<file path="config.mk">
export PLATFORM = sky130hd
export DESIGN_NAME = alu_share_arbiter_flat
export DESIGN_NICKNAME = d
export VERILOG_FILES = /design/src/rtl/alu_share_arbiter_if.sv /design/src/rtl/alu_share_arbiter.sv /design/src/flat_wrapper.sv
export SDC_FILE = /design/constraint.sdc
export NUM_CORES = 1
export LEC_CHECK = 0
export CAP_MARGIN = 20
export CORE_MARGIN = 8
export CORE_UTILIZATION = 43
export CTS_CLUSTER_SIZE = 28
export DETAILED_ROUTE_END_ITERATION = 6
export GPL_ROUTABILITY_DRIVEN = 0
export PLACE_DENSITY = 0.83
export SYNTH_ARGS = -nofsm -noshare
export SYNTH_HDL_FRONTEND = slang
export SYNTH_SLANG_ARGS = --single-unit
</file>
<file path="constraint.sdc">
create_clock -name clk -period 2.1 [get_ports clk]
set_input_delay 0.42 -clock clk [delete_from_list [all_inputs] [get_ports clk]]
set_output_delay 0.42 -clock clk [all_outputs]
set_load 0.1 [all_outputs]
</file>
<file path="src/rtl/alu_share_arbiter_if.sv">
// Bundle of requester, response and ALU-side signals for alu_share_arbiter.
// The arbiter uses the slave modport; the requesters/ALU side uses master.
interface alu_share_arbiter_if #(
    parameter int DATA_W = 4,
    parameter int SEL_W  = 4,
    parameter int RES_W  = 8
);
    logic              req0_valid;
    logic              req0_ready;
    logic [DATA_W-1:0] req0_a;
    logic [DATA_W-1:0] req0_b;
    logic [SEL_W-1:0]  req0_sel;

    logic              req1_valid;
    logic              req1_ready;
    logic [DATA_W-1:0] req1_a;
    logic [DATA_W-1:0] req1_b;
    logic [SEL_W-1:0]  req1_sel;

    logic              rsp0_valid;
    logic              rsp1_valid;
    logic              rsp_ready;
    logic [RES_W-1:0]  rsp_data;
    logic              rsp_err;

    logic [DATA_W-1:0] alu_a;
    logic [DATA_W-1:0] alu_b;
    logic [SEL_W-1:0]  alu_sel;
    logic [RES_W-1:0]  alu_c;

    logic              busy;

    modport master (
        output req0_valid, req0_a, req0_b, req0_sel,
        input  req0_ready,
        output req1_valid, req1_a, req1_b, req1_sel,
        input  req1_ready,
        input  rsp0_valid, rsp1_valid, rsp_data, rsp_err,
        output rsp_ready,
        input  alu_a, alu_b, alu_sel,
        output alu_c,
        input  busy
    );

    modport slave (
        input  req0_valid, req0_a, req0_b, req0_sel,
        output req0_ready,
        input  req1_valid, req1_a, req1_b, req1_sel,
        output req1_ready,
        output rsp0_valid, rsp1_valid, rsp_data, rsp_err,
        input  rsp_ready,
        output alu_a, alu_b, alu_sel,
        input  alu_c,
        output busy
    );
endinterface

</file>
<file path="src/rtl/alu_share_arbiter.sv">
// Round-robin sharing of one external combinational ALU between two requesters.
// Optional macro OPCODE_CHECK_EN: illegal opcodes are rejected with rsp_err instead of issued.
module alu_share_arbiter #(
    parameter int DATA_W  = 4,
    parameter int SEL_W   = 4,
    parameter int RES_W   = 8,
    parameter int ALU_LAT = 1
) (
    input logic                clk,
    input logic                rst_n,
    alu_share_arbiter_if.slave bus
);
    localparam int CNT_W = (ALU_LAT > 1) ? $clog2(ALU_LAT) : 1;

    typedef enum logic [1:0] {
        IDLE  = 2'd0,
        ISSUE = 2'd1,
        RESP  = 2'd2
    } state_t;

    state_t            state;
    logic              last_grant;
    logic              owner;
    logic [CNT_W-1:0]  wait_cnt;
    logic [DATA_W-1:0] alu_a;
    logic [DATA_W-1:0] alu_b;
    logic [SEL_W-1:0]  alu_sel;
    logic [RES_W-1:0]  rsp_data;
    logic              rsp_err;
    logic              rsp0_valid;
    logic              rsp1_valid;
    logic              busy;

    logic              grant_vld;
    logic              grant;
    logic [DATA_W-1:0] grant_a;
    logic [DATA_W-1:0] grant_b;
    logic [SEL_W-1:0]  grant_sel;
    logic              op_legal;

`ifdef OPCODE_CHECK_EN
    function automatic logic legal_op(input logic [SEL_W-1:0] sel);
        case (sel)
            SEL_W'(0), SEL_W'(15), SEL_W'(1), SEL_W'(2), SEL_W'(4),
            SEL_W'(8), SEL_W'(3),  SEL_W'(6), SEL_W'(12), SEL_W'(5): return 1'b1;
            default: return 1'b0;
        endcase
    endfunction

    assign op_legal = legal_op(grant_sel);
`else
    assign op_legal = 1'b1;
`endif

    // Grant: a lone requester wins; on contention the one not served last wins.
    always_comb begin
        grant_vld = bus.req0_valid | bus.req1_valid;
        grant     = (bus.req0_valid && bus.req1_valid) ? ~last_grant : bus.req1_valid;
        grant_a   = grant ? bus.req1_a   : bus.req0_a;
        grant_b   = grant ? bus.req1_b   : bus.req0_b;
        grant_sel = grant ? bus.req1_sel : bus.req0_sel;
    end

    // Ready is gated by rst_n so every handshake output reads 0 while reset is held.
    assign bus.req0_ready = rst_n && (state == IDLE) && grant_vld && !grant;
    assign bus.req1_ready = rst_n && (state == IDLE) && grant_vld &&  grant;

    always_ff @(posedge clk or negedge rst_n) begin
        if (!rst_n) begin
            state      <= IDLE;
            last_grant <= 1'b1;
            owner      <= 1'b0;
            wait_cnt   <= '0;
            alu_a      <= '0;
            alu_b      <= '0;
            alu_sel    <= '0;
            rsp_data   <= '0;
            rsp_err    <= 1'b0;
            rsp0_valid <= 1'b0;
            rsp1_valid <= 1'b0;
            busy       <= 1'b0;
        end else begin
            case (state)
                IDLE: begin
                    if (grant_vld) begin
                        owner <= grant;
                        busy  <= 1'b1;
                        if (op_legal) begin
                            alu_a    <= grant_a;
                            alu_b    <= grant_b;
                            alu_sel  <= grant_sel;
                            wait_cnt <= CNT_W'(ALU_LAT - 1);
                            state    <= ISSUE;
                        end else begin
                            // Rejected op skips the ALU and leaves alu_* untouched.
                            rsp_data   <= '0;
                            rsp_err    <= 1'b1;
                            rsp0_valid <= ~grant;
                            rsp1_valid <= grant;
                            state      <= RESP;
                        end
                    end
                end
                ISSUE: begin
                    if (wait_cnt != '0) begin
                        wait_cnt <= wait_cnt - CNT_W'(1);
                    end else begin
                        rsp_data   <= bus.alu_c;
                        rsp_err    <= 1'b0;
                        rsp0_valid <= ~owner;
                        rsp1_valid <= owner;
                        state      <= RESP;
                    end
                end
                RESP: begin
                    if (bus.rsp_ready) begin
                        last_grant <= owner;
                        rsp0_valid <= 1'b0;
                        rsp1_valid <= 1'b0;
                        busy       <= 1'b0;
                        state      <= IDLE;
                    end
                end
                default: begin
                    state <= IDLE;
                end
            endcase
        end
    end

    assign bus.alu_a      = alu_a;
    assign bus.alu_b      = alu_b;
    assign bus.alu_sel    = alu_sel;
    assign bus.rsp_data   = rsp_data;
    assign bus.rsp_err    = rsp_err;
    assign bus.rsp0_valid = rsp0_valid;
    assign bus.rsp1_valid = rsp1_valid;
    assign bus.busy       = busy;
endmodule

</file>
<file path="src/flat_wrapper.sv">
// flat-port wrapper written by rule: the top's interface ports become plain ports
module alu_share_arbiter_flat 
#(
    parameter int DATA_W  = 4,
    parameter int SEL_W   = 4,
    parameter int RES_W   = 8,
    parameter int ALU_LAT = 1
)
  (clk, rst_n, bus_req0_valid, bus_req0_a, bus_req0_b, bus_req0_sel, bus_req0_ready, bus_req1_valid, bus_req1_a, bus_req1_b, bus_req1_sel, bus_req1_ready, bus_rsp0_valid, bus_rsp1_valid, bus_rsp_data, bus_rsp_err, bus_rsp_ready, bus_alu_a, bus_alu_b, bus_alu_sel, bus_alu_c, bus_busy);
  alu_share_arbiter_if #(.DATA_W(DATA_W), .SEL_W(SEL_W), .RES_W(RES_W)) bus_i ();
  input logic clk;
  input logic rst_n;
  input wire logic [$bits(bus_i.req0_valid)-1:0] bus_req0_valid;
  input wire logic [$bits(bus_i.req0_a)-1:0] bus_req0_a;
  input wire logic [$bits(bus_i.req0_b)-1:0] bus_req0_b;
  input wire logic [$bits(bus_i.req0_sel)-1:0] bus_req0_sel;
  output wire logic [$bits(bus_i.req0_ready)-1:0] bus_req0_ready;
  input wire logic [$bits(bus_i.req1_valid)-1:0] bus_req1_valid;
  input wire logic [$bits(bus_i.req1_a)-1:0] bus_req1_a;
  input wire logic [$bits(bus_i.req1_b)-1:0] bus_req1_b;
  input wire logic [$bits(bus_i.req1_sel)-1:0] bus_req1_sel;
  output wire logic [$bits(bus_i.req1_ready)-1:0] bus_req1_ready;
  output wire logic [$bits(bus_i.rsp0_valid)-1:0] bus_rsp0_valid;
  output wire logic [$bits(bus_i.rsp1_valid)-1:0] bus_rsp1_valid;
  output wire logic [$bits(bus_i.rsp_data)-1:0] bus_rsp_data;
  output wire logic [$bits(bus_i.rsp_err)-1:0] bus_rsp_err;
  input wire logic [$bits(bus_i.rsp_ready)-1:0] bus_rsp_ready;
  output wire logic [$bits(bus_i.alu_a)-1:0] bus_alu_a;
  output wire logic [$bits(bus_i.alu_b)-1:0] bus_alu_b;
  output wire logic [$bits(bus_i.alu_sel)-1:0] bus_alu_sel;
  input wire logic [$bits(bus_i.alu_c)-1:0] bus_alu_c;
  output wire logic [$bits(bus_i.busy)-1:0] bus_busy;
  assign bus_i.req0_valid = bus_req0_valid;
  assign bus_i.req0_a = bus_req0_a;
  assign bus_i.req0_b = bus_req0_b;
  assign bus_i.req0_sel = bus_req0_sel;
  assign bus_req0_ready = bus_i.req0_ready;
  assign bus_i.req1_valid = bus_req1_valid;
  assign bus_i.req1_a = bus_req1_a;
  assign bus_i.req1_b = bus_req1_b;
  assign bus_i.req1_sel = bus_req1_sel;
  assign bus_req1_ready = bus_i.req1_ready;
  assign bus_rsp0_valid = bus_i.rsp0_valid;
  assign bus_rsp1_valid = bus_i.rsp1_valid;
  assign bus_rsp_data = bus_i.rsp_data;
  assign bus_rsp_err = bus_i.rsp_err;
  assign bus_i.rsp_ready = bus_rsp_ready;
  assign bus_alu_a = bus_i.alu_a;
  assign bus_alu_b = bus_i.alu_b;
  assign bus_alu_sel = bus_i.alu_sel;
  assign bus_i.alu_c = bus_alu_c;
  assign bus_busy = bus_i.busy;
  alu_share_arbiter #(.DATA_W(DATA_W), .SEL_W(SEL_W), .RES_W(RES_W), .ALU_LAT(ALU_LAT)) u_core (.clk(clk), .rst_n(rst_n), .bus(bus_i));
endmodule
</file>
==> flow_metrics.py <==
metrics = {
    "global_route": {
        "grt_pass1_vias": 1248,
        "grt_pass1_wl_microns": 5540,
        "antenna_found_initial": 0,
        "track_usage": 0.137,
        "grt_max_degree": 28,
        "grt-ovfl-total": 0,
    },
    "finish": {
        "num_antenna_cells": 0,
        "syn_to_final_growth_pct": 51.0,
        "nNetsFinal": 209,
        "drive_above_1_share": 0.386,
        "fillCellCount": 237,
    },
    "timing": {
        "finalSetupTns_ps": 0,
        "period_needed_ps": 1960,
        "timing.final.hold_violations": 0,
        "slew_headroom": 0.631,
        "setup_viol": 0,
        "finalClockSkew_ps": 3.51,
        "layout_worst_path_cycle_share": 0.932,
        "slew_violations": 0,
        "fmax_mhz": 511,
        "worst_pin_slew_ps": 553,
        "grt_setup_unrepaired": "false",
    },
    "run": {
        "drv_cap": 0,
    },
    "critical_path": {
        "worst-path-buf-inv": 2,
        "r2r_cells": 5,
        "critical_path_class": "reg2out",
        "cp.required_ps": 1680,
        "cp_slowest_stage_delay_ps": 570,
        "crit_slowest_cell": "dfstp_2",
        "start_kind": "flop",
        "cpLargestDelayFamily": "flip-flops",
        "critical_path_depth": 4,
        "crit_chain": "a21bo_4 > buf_4 > and3_2 > buf_12",
        "crit_fanout": 4,
        "cp.arrival_ps": 1540,
        "worstSetupEndpointType": "output pin",
    },
    "logic_synthesis": {
        "synth_flop_cell": "dfrtp_1",
        "syn_nets": 143,
        "netlist_area_sq_um": 1290,
        "ys_warn_count": 0,
        "synthCells": 106,
        "async_reset_ff_frac": 1.00,
        "ys_seq_elements": 27,
        "synth.distinct_cells": 26,
        "synth-edff-count": 0,
        "syn_avg_cell_area_sq_um": 12.2,
        "yosysSeqAreaShare": 0.523,
    },
    "drt": {
        "wire_per_inst_microns": 15.7,
        "dr.pass1.iters": 4,
        "avgViaCountPerCell": 4.91,
        "drc": 0,
        "drt_iter0_drc": 26,
        "vias": 1002,
        "drt_wl_total_microns": 3200,
        "ant_nets": 0,
    },
    "floorplanning": {
        "dieArea_sq_um": 5020,
        "core_area_sq_um": 2950,
        "io_pins": 63,
        "die_h_microns": 70.9,
        "row_count": 20,
        "die_w_microns": 70.9,
        "start_util": 0.438,
    },
    "clock_tree": {
        "cts-root-buf": "clkbuf_4",
        "path_clk_slew_ps": 140,
        "holdBufCountCts": 0,
        "cts_tree": "yes",
        "cts_buffers": 3,
        "cts.path.max_buffers": 2,
        "postCtsSetupRepairBufs": 0,
        "cts_max_level": 1,
        "clock_sinks": 27,
        "clock_latency_ps": 320,
    },
    "min_path": {
        "hp-class": "in2reg",
        "hold_depth": 3,
    },
    "place": {
        "port_buffers": 61,
        "place_hpwl_microns": 2620,
    },
    "status": {
        "status": "finished clean",
    },
}
[registers in the layout (all words and copies together), names as in the netlist]
signal / count
u_core.last_grant: 1
u_core.bus.alu_b: 4
u_core.bus.alu_a: 4
u_core.bus.rsp_data: 8
u_core.bus.busy: 1
u_core.owner: 1
u_core.bus.rsp0_valid: 1
u_core.state: 2
u_core.bus.rsp1_valid: 1
u_core.bus.alu_sel: 4
[metrics by stage]
| step | hold slack [ps] | cell area, sq um | worst slack (ps) | instances | utilization |
|---|---|---|---|---|---|
| global route | 466 | 1950 | 42.6 | 204 | 0.661 |
| finish | 453 | 1950 | 143 | 204 | 0.661 |
| global placement | 458 | 1920 | 1.51 | 200 | 0.650 |
| floorplan | 124 | 1290 | 203 | 106 | - |
| detailed placement | 472 | 1920 | -33.9 | 200 | 0.650 |
| CTS | 505 | 1950 | 15.7 | 204 | 0.661 |
[cell usage after synthesis (2+ instances only)]
cell | instances | area, sq um
mux2_2 | 9 | 101
nand2_1 | 27 | 101
dfrtp_1 | 26 | 651
clkbuf_1 | 2 | 7.51
inv_1 | 2 | 7.51
nand2b_1 | 2 | 12.5
nor2_1 | 2 | 7.51
a21oi_1 | 2 | 10.0
mux2_4 | 16 | 240
buf_4 | 2 | 15.0
[final cells by class]
type                       count  area [sq um]  share of cell area
clock inverter                 1          5.00             0.00256
sequential                    27           677               0.347
inverter                       3          11.3             0.00577
multi-input combinational     70           564               0.289
tap                           33          41.3              0.0211
timing repair buffer          67           632               0.324
clock buffer                   3          22.5              0.0115
[timing repair]
item,in CTS,in global routing
resized for setup,2,1
setup endpoints to repair,2,1
pin swaps,0,0
[logic make-up after synthesis]
kind of cell / share of synthesized area
flops: 0.523
mux: 0.264
simple gates: 0.119
buf+inv: 0.0454
other cells: 0.00290
compound gates: 0.0455
[cell usage in the layout (no fill, tap or decap), types with 2 or more instances in the layout]
cell / count
mux2_4: 16
a21oi_1: 2
clkbuf_4: 3
buf_12: 3
clkdlybuf4s50_1: 34
mux2_2: 9
inv_1: 2
nand2b_1: 2
nor2_1: 2
dfrtp_1: 26
buf_4: 28
nand2_1: 27
[worst min-delay path, cell delays in order]
cell and delay, ps:
dlymetal6s2s_1 130, o21ai_1 120, nand2_1 70
[per-layer routing]
metal,GRT usage,share of wire,up-vias
met3,0.0692,0.12,4
met4,0.0647,0.013,0
met2,0.214,0.47,52
met1,0.151,0.39,467
met5,0,0,-
li1,-,-,479
[worst paths after layout]
kind | startpoint | to | slack [ps]
hold reg to reg | u_core.bus.rsp_data[1]$_DFFE_PN0P_ | u_core.bus.rsp_data[1]$_DFFE_PN0P_ | 490
hold / removal | bus_req0_valid | u_core.bus.busy$_DFFE_PN0P_ | 450
setup / recovery | u_core.last_grant$_DFFE_PN1P_ | bus_req0_ready | 140
min in group asynchronous | rst_n | u_core.bus.alu_b[2]$_DFFE_PN0P_ | 550
max in group asynchronous | rst_n | u_core.last_grant$_DFFE_PN1P_ | 1250
setup reg to reg | u_core.last_grant$_DFFE_PN1P_ | u_core.bus.alu_sel[0]$_DFFE_PN0P_ | 480
Power is left out: the tool's default activity adds up to more than one toggle a clock period on the data nets, which glitch-free logic cannot reach.
